### config.mk
export PLATFORM = sky130hd
export DESIGN_NAME = nxn_game_core
export DESIGN_NICKNAME = d
export VERILOG_FILES = /design/src/rtl/nxn_game_core_pkg.sv /design/src/rtl/nxn_game_core_line_scan.sv /design/src/rtl/nxn_game_core.sv
export SDC_FILE = /design/constraint.sdc
export NUM_CORES = 1
export LEC_CHECK = 0
export CORE_MARGIN = 1
export CORE_UTILIZATION = 45
export DETAILED_ROUTE_END_ITERATION = 10
export HOLD_SLACK_MARGIN = 0.02
export PLACE_DENSITY = 0.68
export SYNTH_ARGS = -nofsm -noshare
export SYNTH_HDL_FRONTEND = slang
export SYNTH_SLANG_ARGS = --single-unit
### constraint.sdc
create_clock -name clk -period 3.25 [get_ports clk]
set_input_delay 0.65 -clock clk [delete_from_list [all_inputs] [get_ports clk]]
set_output_delay 0.65 -clock clk [all_outputs]
set_load 0.02 [all_outputs]
### src/rtl/nxn_game_core_pkg.sv
// game_pkg: shared types and constants for the N x N game controller.
//   game_state_t : top-level controller states
//   scan_state_t : line scanner sequencer states
//   cell_t       : board cell encoding (00 empty, 01 X, 10 O)
//   ASC_*        : ASCII status characters driven on game_st
//   dir_dr/dir_dc: per-direction row/column step, (0,1) (1,0) (1,1) (1,-1)
package game_pkg;

   typedef enum logic [3:0] {
      ST_START, ST_TURN_X, ST_ERR_X, ST_SCAN, ST_TURN_O,
      ST_ERR_O, ST_WIN_X, ST_WIN_O, ST_DRAW
   } game_state_t;

   typedef enum logic [1:0] {LS_IDLE, LS_STEP, LS_DONE} scan_state_t;

   typedef enum logic [1:0] {
      CELL_EMPTY = 2'b00,
      CELL_X     = 2'b01,
      CELL_O     = 2'b10
   } cell_t;

   localparam logic [7:0] ASC_X = 8'h58;
   localparam logic [7:0] ASC_O = 8'h4F;
   localparam logic [7:0] ASC_C = 8'h43;
   localparam logic [7:0] ASC_E = 8'h45;
   localparam logic [7:0] ASC_N = 8'h6E;

   function automatic logic signed [1:0] dir_dr(input logic [1:0] d);
      return (d == 2'd0) ? 2'sd0 : 2'sd1;
   endfunction

   function automatic logic signed [1:0] dir_dc(input logic [1:0] d);
      logic signed [1:0] v;
      case (d)
         2'd0:    v = 2'sd1;
         2'd1:    v = 2'sd0;
         2'd2:    v = 2'sd1;
         default: v = -2'sd1;
      endcase
      return v;
   endfunction

endpackage

### src/rtl/nxn_game_core_line_scan.sv
// line_scan: walks the four lines through the last placed cell and reports
// whether any of them holds a run of WIN_LEN cells of the mover's value.
//   clk, reset       : clock, async active-low reset
//   clear            : synchronous abort back to idle
//   start            : one-cycle kick; row/col/player are sampled here
//   q_row, q_col     : neighbour being queried (IW+1 bits, off-board = >= N)
//   q_cell           : board value at the queried cell (00 when off-board)
//   done, win, dir   : one-cycle result strobe, win flag, winning direction
//
// state   | meaning
// LS_IDLE | waiting for start
// LS_STEP | stepping along dir, +delta half then -delta half
// LS_DONE | result valid for one cycle
module line_scan
   import game_pkg::*;
#(
   parameter int N       = 3,
   parameter int WIN_LEN = 3,
   parameter int IW      = $clog2(N)
) (
   input  logic          clk,
   input  logic          reset,
   input  logic          clear,
   input  logic          start,
   input  logic [IW-1:0] row,
   input  logic [IW-1:0] col,
   input  logic [1:0]    player,
   output logic [IW:0]   q_row,
   output logic [IW:0]   q_col,
   input  logic [1:0]    q_cell,
   output logic          done,
   output logic          win,
   output logic [1:0]    dir
);

   localparam logic [3:0] WL = 4'(WIN_LEN);

   scan_state_t st, st_n;
   logic [IW:0] org_r, org_c, pos_r, pos_c, pos_r_n, pos_c_n;
   logic [IW:0] dre, dce;
   logic [1:0]  ply, d, d_n;
   logic        neg, neg_n, win_r, win_n;
   logic [3:0]  cnt, cnt_n;

   // sign-extend the 2-bit delta so that 0 - 1 wraps to a value >= N
   assign dre   = (IW+1)'(dir_dr(d));
   assign dce   = (IW+1)'(dir_dc(d));
   assign q_row = neg ? pos_r - dre : pos_r + dre;
   assign q_col = neg ? pos_c - dce : pos_c + dce;

   assign done = (st == LS_DONE);
   assign win  = win_r;
   assign dir  = d;

   always_ff @(posedge clk or negedge reset) begin
      if (!reset) begin
         st    <= LS_IDLE;
         org_r <= '0;
         org_c <= '0;
         pos_r <= '0;
         pos_c <= '0;
         ply   <= '0;
         d     <= '0;
         neg   <= 1'b0;
         cnt   <= '0;
         win_r <= 1'b0;
      end else begin
         st    <= st_n;
         pos_r <= pos_r_n;
         pos_c <= pos_c_n;
         d     <= d_n;
         neg   <= neg_n;
         cnt   <= cnt_n;
         win_r <= win_n;
         if (st == LS_IDLE && start) begin
            org_r <= {1'b0, row};
            org_c <= {1'b0, col};
            ply   <= player;
         end
      end
   end

   always_comb begin
      st_n    = st;
      pos_r_n = pos_r;
      pos_c_n = pos_c;
      d_n     = d;
      neg_n   = neg;
      cnt_n   = cnt;
      win_n   = win_r;
      case (st)
         LS_IDLE: begin
            if (start) begin
               st_n    = LS_STEP;
               pos_r_n = {1'b0, row};
               pos_c_n = {1'b0, col};
               d_n     = 2'd0;
               neg_n   = 1'b0;
               cnt_n   = 4'd1;
               win_n   = 1'b0;
            end
         end
         LS_STEP: begin
            if (q_cell == ply) begin
               cnt_n   = cnt + 4'd1;
               pos_r_n = q_row;
               pos_c_n = q_col;
               if (cnt + 4'd1 == WL) begin
                  win_n = 1'b1;
                  st_n  = LS_DONE;
               end
            end else if (!neg) begin
               neg_n   = 1'b1;
               pos_r_n = org_r;
               pos_c_n = org_c;
            end else if (d == 2'd3) begin
               st_n = LS_DONE;
            end else begin
               d_n     = d + 2'd1;
               neg_n   = 1'b0;
               cnt_n   = 4'd1;
               pos_r_n = org_r;
               pos_c_n = org_c;
            end
         end
         LS_DONE: st_n = LS_IDLE;
         default: st_n = LS_IDLE;
      endcase
      if (clear) st_n = LS_IDLE;
   end

endmodule

### src/rtl/nxn_game_core.sv
// nxn_game_core: N x N, WIN_LEN-in-a-row two-player game controller.
//   clk, reset          : clock, async active-low reset
//   new_game            : synchronous restart
//   button_x, button_o  : single-cycle player presses
//   sel_row, sel_col    : requested move cell
//   rd_row, rd_col      : display read address -> rd_cell
//   turn_x, turn_o      : whose move it is (also high in that player's error state)
//   busy                : win scan in progress, presses dropped
//   game_st             : ASCII status 'X' 'O' 'C' 'E' 'n'
//   move_count          : tiles placed
//   win_row/col/dir     : winning move cell and run direction
//
// state     | meaning
// ST_START  | post-reset/new game, one cycle
// ST_TURN_X | waiting for X
// ST_ERR_X  | X made a bad press, still waiting for X
// ST_SCAN   | checking lines through the last move
// ST_TURN_O | waiting for O
// ST_ERR_O  | O made a bad press, still waiting for O
// ST_WIN_X  | X won (terminal)
// ST_WIN_O  | O won (terminal)
// ST_DRAW   | board full, no winner (terminal)
module nxn_game_core
   import game_pkg::*;
#(
   parameter int N       = 3,
   parameter int WIN_LEN = 3,
   parameter int IW      = $clog2(N),
   parameter int CW      = $clog2(N*N+1)
) (
   input  logic          clk,
   input  logic          reset,
   input  logic          new_game,
   input  logic          button_x,
   input  logic          button_o,
   input  logic [IW-1:0] sel_row,
   input  logic [IW-1:0] sel_col,
   input  logic [IW-1:0] rd_row,
   input  logic [IW-1:0] rd_col,
   output logic [1:0]    rd_cell,
   output logic          turn_x,
   output logic          turn_o,
   output logic          busy,
   output logic [7:0]    game_st,
   output logic [CW-1:0] move_count,
   output logic [IW-1:0] win_row,
   output logic [IW-1:0] win_col,
   output logic [1:0]    win_dir
);

   localparam logic [IW:0]   NB   = (IW+1)'(N);
   localparam logic [CW-1:0] FULL = CW'(N*N);

   game_state_t   state, state_n;
   logic [1:0]    board [N][N];
   logic [IW-1:0] last_row, last_col;
   logic          last_x, scan_go;
   logic [IW:0]   q_row, q_col;
   logic [1:0]    q_cell, sel_cell, wr_val;
   logic          scan_done, scan_win;
   logic [1:0]    scan_dir;
   logic          press, sel_ok, valid, wr_en, win_latch;

   assign sel_ok   = ({1'b0, sel_row} < NB) && ({1'b0, sel_col} < NB);
   assign sel_cell = sel_ok ? board[sel_row][sel_col] : CELL_EMPTY;
   assign press    = button_x | button_o;
   assign valid    = sel_ok && (sel_cell == CELL_EMPTY) && (button_x ^ button_o);

   assign q_cell  = ((q_row < NB) && (q_col < NB)) ?
                    board[q_row[IW-1:0]][q_col[IW-1:0]] : CELL_EMPTY;
   assign rd_cell = (({1'b0, rd_row} < NB) && ({1'b0, rd_col} < NB)) ?
                    board[rd_row][rd_col] : CELL_EMPTY;

   line_scan #(.N(N), .WIN_LEN(WIN_LEN), .IW(IW)) u_scan (
      .clk    (clk),
      .reset  (reset),
      .clear  (new_game),
      .start  (scan_go),
      .row    (last_row),
      .col    (last_col),
      .player (last_x ? CELL_X : CELL_O),
      .q_row  (q_row),
      .q_col  (q_col),
      .q_cell (q_cell),
      .done   (scan_done),
      .win    (scan_win),
      .dir    (scan_dir)
   );

   always_ff @(posedge clk or negedge reset) begin
      if (!reset) state <= ST_START;
      else        state <= state_n;
   end

   always_comb begin
      state_n   = state;
      wr_en     = 1'b0;
      wr_val    = CELL_EMPTY;
      win_latch = 1'b0;
      case (state)
         ST_START: state_n = ST_TURN_X;
         ST_TURN_X, ST_ERR_X: begin
            if (press) begin
               if (button_x && valid) begin
                  wr_en   = 1'b1;
                  wr_val  = CELL_X;
                  state_n = ST_SCAN;
               end else if (!(button_o && valid)) begin
                  state_n = ST_ERR_X;
               end
            end
         end
         ST_TURN_O, ST_ERR_O: begin
            if (press) begin
               if (button_o && valid) begin
                  wr_en   = 1'b1;
                  wr_val  = CELL_O;
                  state_n = ST_SCAN;
               end else if (!(button_x && valid)) begin
                  state_n = ST_ERR_O;
               end
            end
         end
         ST_SCAN: begin
            if (scan_done) begin
               if (scan_win) begin
                  win_latch = 1'b1;
                  state_n   = last_x ? ST_WIN_X : ST_WIN_O;
               end else if (move_count == FULL) begin
                  state_n = ST_DRAW;
               end else begin
                  state_n = last_x ? ST_TURN_O : ST_TURN_X;
               end
            end
         end
         default: ;
      endcase
      if (new_game) begin
         state_n   = ST_START;
         wr_en     = 1'b0;
         win_latch = 1'b0;
      end
   end

   always_ff @(posedge clk or negedge reset) begin
      if (!reset) begin
         for (int r = 0; r < N; r++)
            for (int c = 0; c < N; c++)
               board[r][c] <= CELL_EMPTY;
         move_count <= '0;
         last_row   <= '0;
         last_col   <= '0;
         last_x     <= 1'b0;
         scan_go    <= 1'b0;
         win_row    <= '0;
         win_col    <= '0;
         win_dir    <= '0;
      end else if (new_game) begin
         for (int r = 0; r < N; r++)
            for (int c = 0; c < N; c++)
               board[r][c] <= CELL_EMPTY;
         move_count <= '0;
         last_row   <= '0;
         last_col   <= '0;
         last_x     <= 1'b0;
         scan_go    <= 1'b0;
         win_row    <= '0;
         win_col    <= '0;
         win_dir    <= '0;
      end else begin
         scan_go <= wr_en;
         if (wr_en) begin
            board[sel_row][sel_col] <= wr_val;
            move_count <= move_count + 1'b1;
            last_row   <= sel_row;
            last_col   <= sel_col;
            last_x     <= (wr_val == CELL_X);
         end
         if (win_latch) begin
            win_row <= last_row;
            win_col <= last_col;
            win_dir <= scan_dir;
         end
      end
   end

   assign turn_x = (state == ST_TURN_X) || (state == ST_ERR_X);
   assign turn_o = (state == ST_TURN_O) || (state == ST_ERR_O);
   assign busy   = (state == ST_SCAN);

   always_comb begin
      game_st = ASC_N;
      case (state)
         ST_WIN_X:           game_st = ASC_X;
         ST_WIN_O:           game_st = ASC_O;
         ST_DRAW:            game_st = ASC_C;
         ST_ERR_X, ST_ERR_O: game_st = ASC_E;
         default:            game_st = ASC_N;
      endcase
   end

endmodule

==> results.md <==
- Critical path depth: 16
- Most common cell in the netlist: dfrtp_1
- Setup Skew: about 0.011 ns
- Vias post-DR: between 3000 and 4000
- Area contributors post-synth: dfrtp_1 (38%), nand2_1 (4.6%), mux2i_1 (4.0%), inv_1 (3.9%), ha_1 (3.8%)
- Highest Clock Rate: approximately 300 MHz
- Fin crit share: 1.02
- Max_cap viols: 0
- Final Critical Period: between 3 and 4 ns
- Fin util: 0.611
- Port buffer count: 33
- Unrepaired setup endpoints after global routing: true
- CTS buffer count: 9
- Setup crit end kind: flop
- Worst-Margin Slew: about 1.0 ns
- Worst reg2reg path depth: 16
- ANT cells: 0
- CP startpoint: u_scan.dir[1]
- CP max-delay cell: dfrtp_1
- CP Cell Sequence: inv_2 -> ha_4 -> inv_4 -> ha_4 -> mux2i_4 -> fa_2 -> xor2_1 -> xnor2_2 -> nor3_2 -> buf_4 -> nand4b_1 -> a31oi_4 -> buf_6 -> nor3_4 -> buf_6 -> o31ai_4
- Leading area contributor after synthesis: dfrtp_1
- Cts hold-fix bufs: 0
- Drt wl/cell: ~17 um
- Synthesized instance count: 442
- Distinct cells, synth: 67
- Critical path endpoint: u_scan.dir[0]
- CTS tree: done
- CP max FO: 5
- CP peak stage delay: between 0.4 and 0.5 ns
- Cell Rows: 33
- H-Tree Depth: 3
- Top Ports: 36
- Clk_lat worst skew: about 0.34 ns
- Final net count: ~540
- Failing checks: negative setup slack
- Via/cell ratio: between 5 and 6
- # clock sinks: 60
- #FFs+latches synth: 60
- Final Wtd Congestion: ~0.85
- Post-Place Setup Slack: -0.283 ns
- Critical path's top delay family: adder cells
- Crit Path Class: flop to flop
- Seq/Total Area, Yosys: 0.379
- Starting Density: 0.473
- RR Startpoint: u_scan.dir[1]
- Core area: ~8400 um2
- Buffers plus inverters on the worst setup path: 5
- Rel. slew slack: 0.317
- Ratio of cells with drive above 1 in the final layout: 0.256
- Synth warn: 0
- Syn Nets: around 470
- Placed Area: between 4000 and 5000 um2
- Die Y: between 90 and 100 um
- Syn Area/Cell: roughly 9.0 um2
- Critical path launch point type: flop
- Residual DRC count: 0
- Most used DFF post-synth: dfrtp_1
- Peak supply drop: a little under 500 uV
- Number of synthesized flops with an enable pin: 0
- PwrDens: roughly 770 nW/um2
- CTS Buffer Depth: 2
- Drt pass-1 iters: 4
- Post-synth top area share: 0.379
- CP required: around 3.5 ns
- GRT Resource Usage Total: 0.246
- First-pass GRT wire length: ~17 mm
- Register-to-register setup slack: -0.07 ns
- Tightest Hold Check Type: input pin to asynchronous set/reset pin
- Mapped Area: 3960 um2
- Vias in the first global route: roughly 3300
- Asr flop ratio synth: 1.00
- Outcome: finished, violations left
- Static leakage: between 2 and 2.5 nW
- Area grow syn2layout: 29.2%
- DP HPWL: ~7 mm
- Reg-to-reg endpoint: u_scan.dir[0]
- Hold Vio Cnt, Final: 0
- Synth top cells by count: dfrtp_1 (60), nand2_1 (49), inv_1 (41)
- Clock slew at reported path FFs: 0.07 ns
- Starting DRT DRC Count: approximately 190
- Number of routed nets with antenna violations: 0
- Clock Root Buffer: clkbuf_8
- Final worst slack: -0.0725 ns
- Total detailed-routing wirelength: about 10 mm
- Overflow after GRT: 0
- Initial antenna violation count: 0
- Chip width: between 90 and 100 um
- Die area: 9180 um2
- Largest net degree at the start of global routing: between 40 and 50
- Slew Viols, Final: 0
- WP data arrival: 3.57 ns
- Endpoints failing setup: 9
- Cell area after layout: between 5000 and 6000 um2
## power breakdown
group | internal (W) | switching [W]
logic | 0.00115 | 0.00115
clock network | 0.000369 | 0.000293
registers | 0.000839 | 0.000135
## what timing repair did
item	CTS	global route
resized for setup	38	21
pin swaps	14	19
buffers inserted	5	4
setup endpoints to repair	16	18
hold endpoints to repair	0	0
gates cloned	1	0
## area by class of cell
| cell class | count | area (um2) |
|---|---|---|
| Sequential cell | 60 | 1500 |
| Timing Repair Buffer | 81 | 711 |
| Fill cell | 716 | 3260 |
| Clock inverter | 4 | 50.0 |
| Tap cell | 105 | 131 |
| Multi-Input combinational cell | 318 | 2430 |
| Inverter | 41 | 156 |
| Clock buffer | 11 | 141 |
## state kept, by name, indices dropped and copies added, names as in the netlist, 3 cells and up
signal,cells
u_scan.cnt,4
state,4
u_scan.pos_c,3
move_count,4
u_scan.pos_r,3
board,18
## worst min path at each step
stage,start,endpoint,slack [ns],cells after the start
finish,reset,board[14],0.48,1
global route,u_scan.org_r[0],u_scan.org_r[0],0.52,2
floorplan,reset,board[0],0.35,0
global placement,u_scan.org_r[0],u_scan.org_r[0],0.46,2
CTS,u_scan.org_c[1],u_scan.org_c[1],0.48,2
detailed placement,u_scan.org_c[1],u_scan.org_c[1],0.47,2
## cells in the final DEF (no fill, tap or decap), types with 8 or more instances in the layout
cell type,n
clkbuf_8,10
inv_1,35
o21ai_0,15
a21oi_1,16
clkdlybuf4s50_1,31
buf_4,42
nand3_1,9
nor2_1,36
dfrtp_1,59
mux2i_1,15
nand2_1,48
nor2b_1,8
o22ai_1,23
nand2b_1,11
nor3_1,9
## logic make-up after synthesis
kind of cell / count (synthesis) / share of synthesized area
and+or+nand+nor: 151 / 0.190
AOI/OAI and AO/OA: 109 / 0.196
buffers and inverters: 65 / 0.0698
DFF: 60 / 0.379
muxes: 28 / 0.0831
adders and majority gates: 14 / 0.0480
xor gates and xnor gates: 13 / 0.0322
other: 2 / 0.00190
## through the flow
stage | setup TNS [ns] | hold slack (ns) | power [W] | cells
6_report | -0.260 | 0.480 | 0.00393 | 620
3_3_place_gp | -0.953 | 0.463 | 0.00270 | 595
5_1_grt | -1.88 | 0.518 | 0.00416 | 620
4_1_cts | -0.100 | 0.482 | 0.00369 | 616
2_1_floorplan | 0 | 0.354 | 0.00218 | 442
3_5_place_dp | -3.18 | 0.465 | 0.00274 | 595
## per-layer routing
metal,global-route usage,vias to the layer above,part of all wire
li1,-,1702,-
met1,0.350,1741,0.48
met2,0.378,90,0.47
met3,0.0371,15,0.031
met4,0.0920,0,0.019
met5,0,-,0
Power figures use the tool's default switching activity.
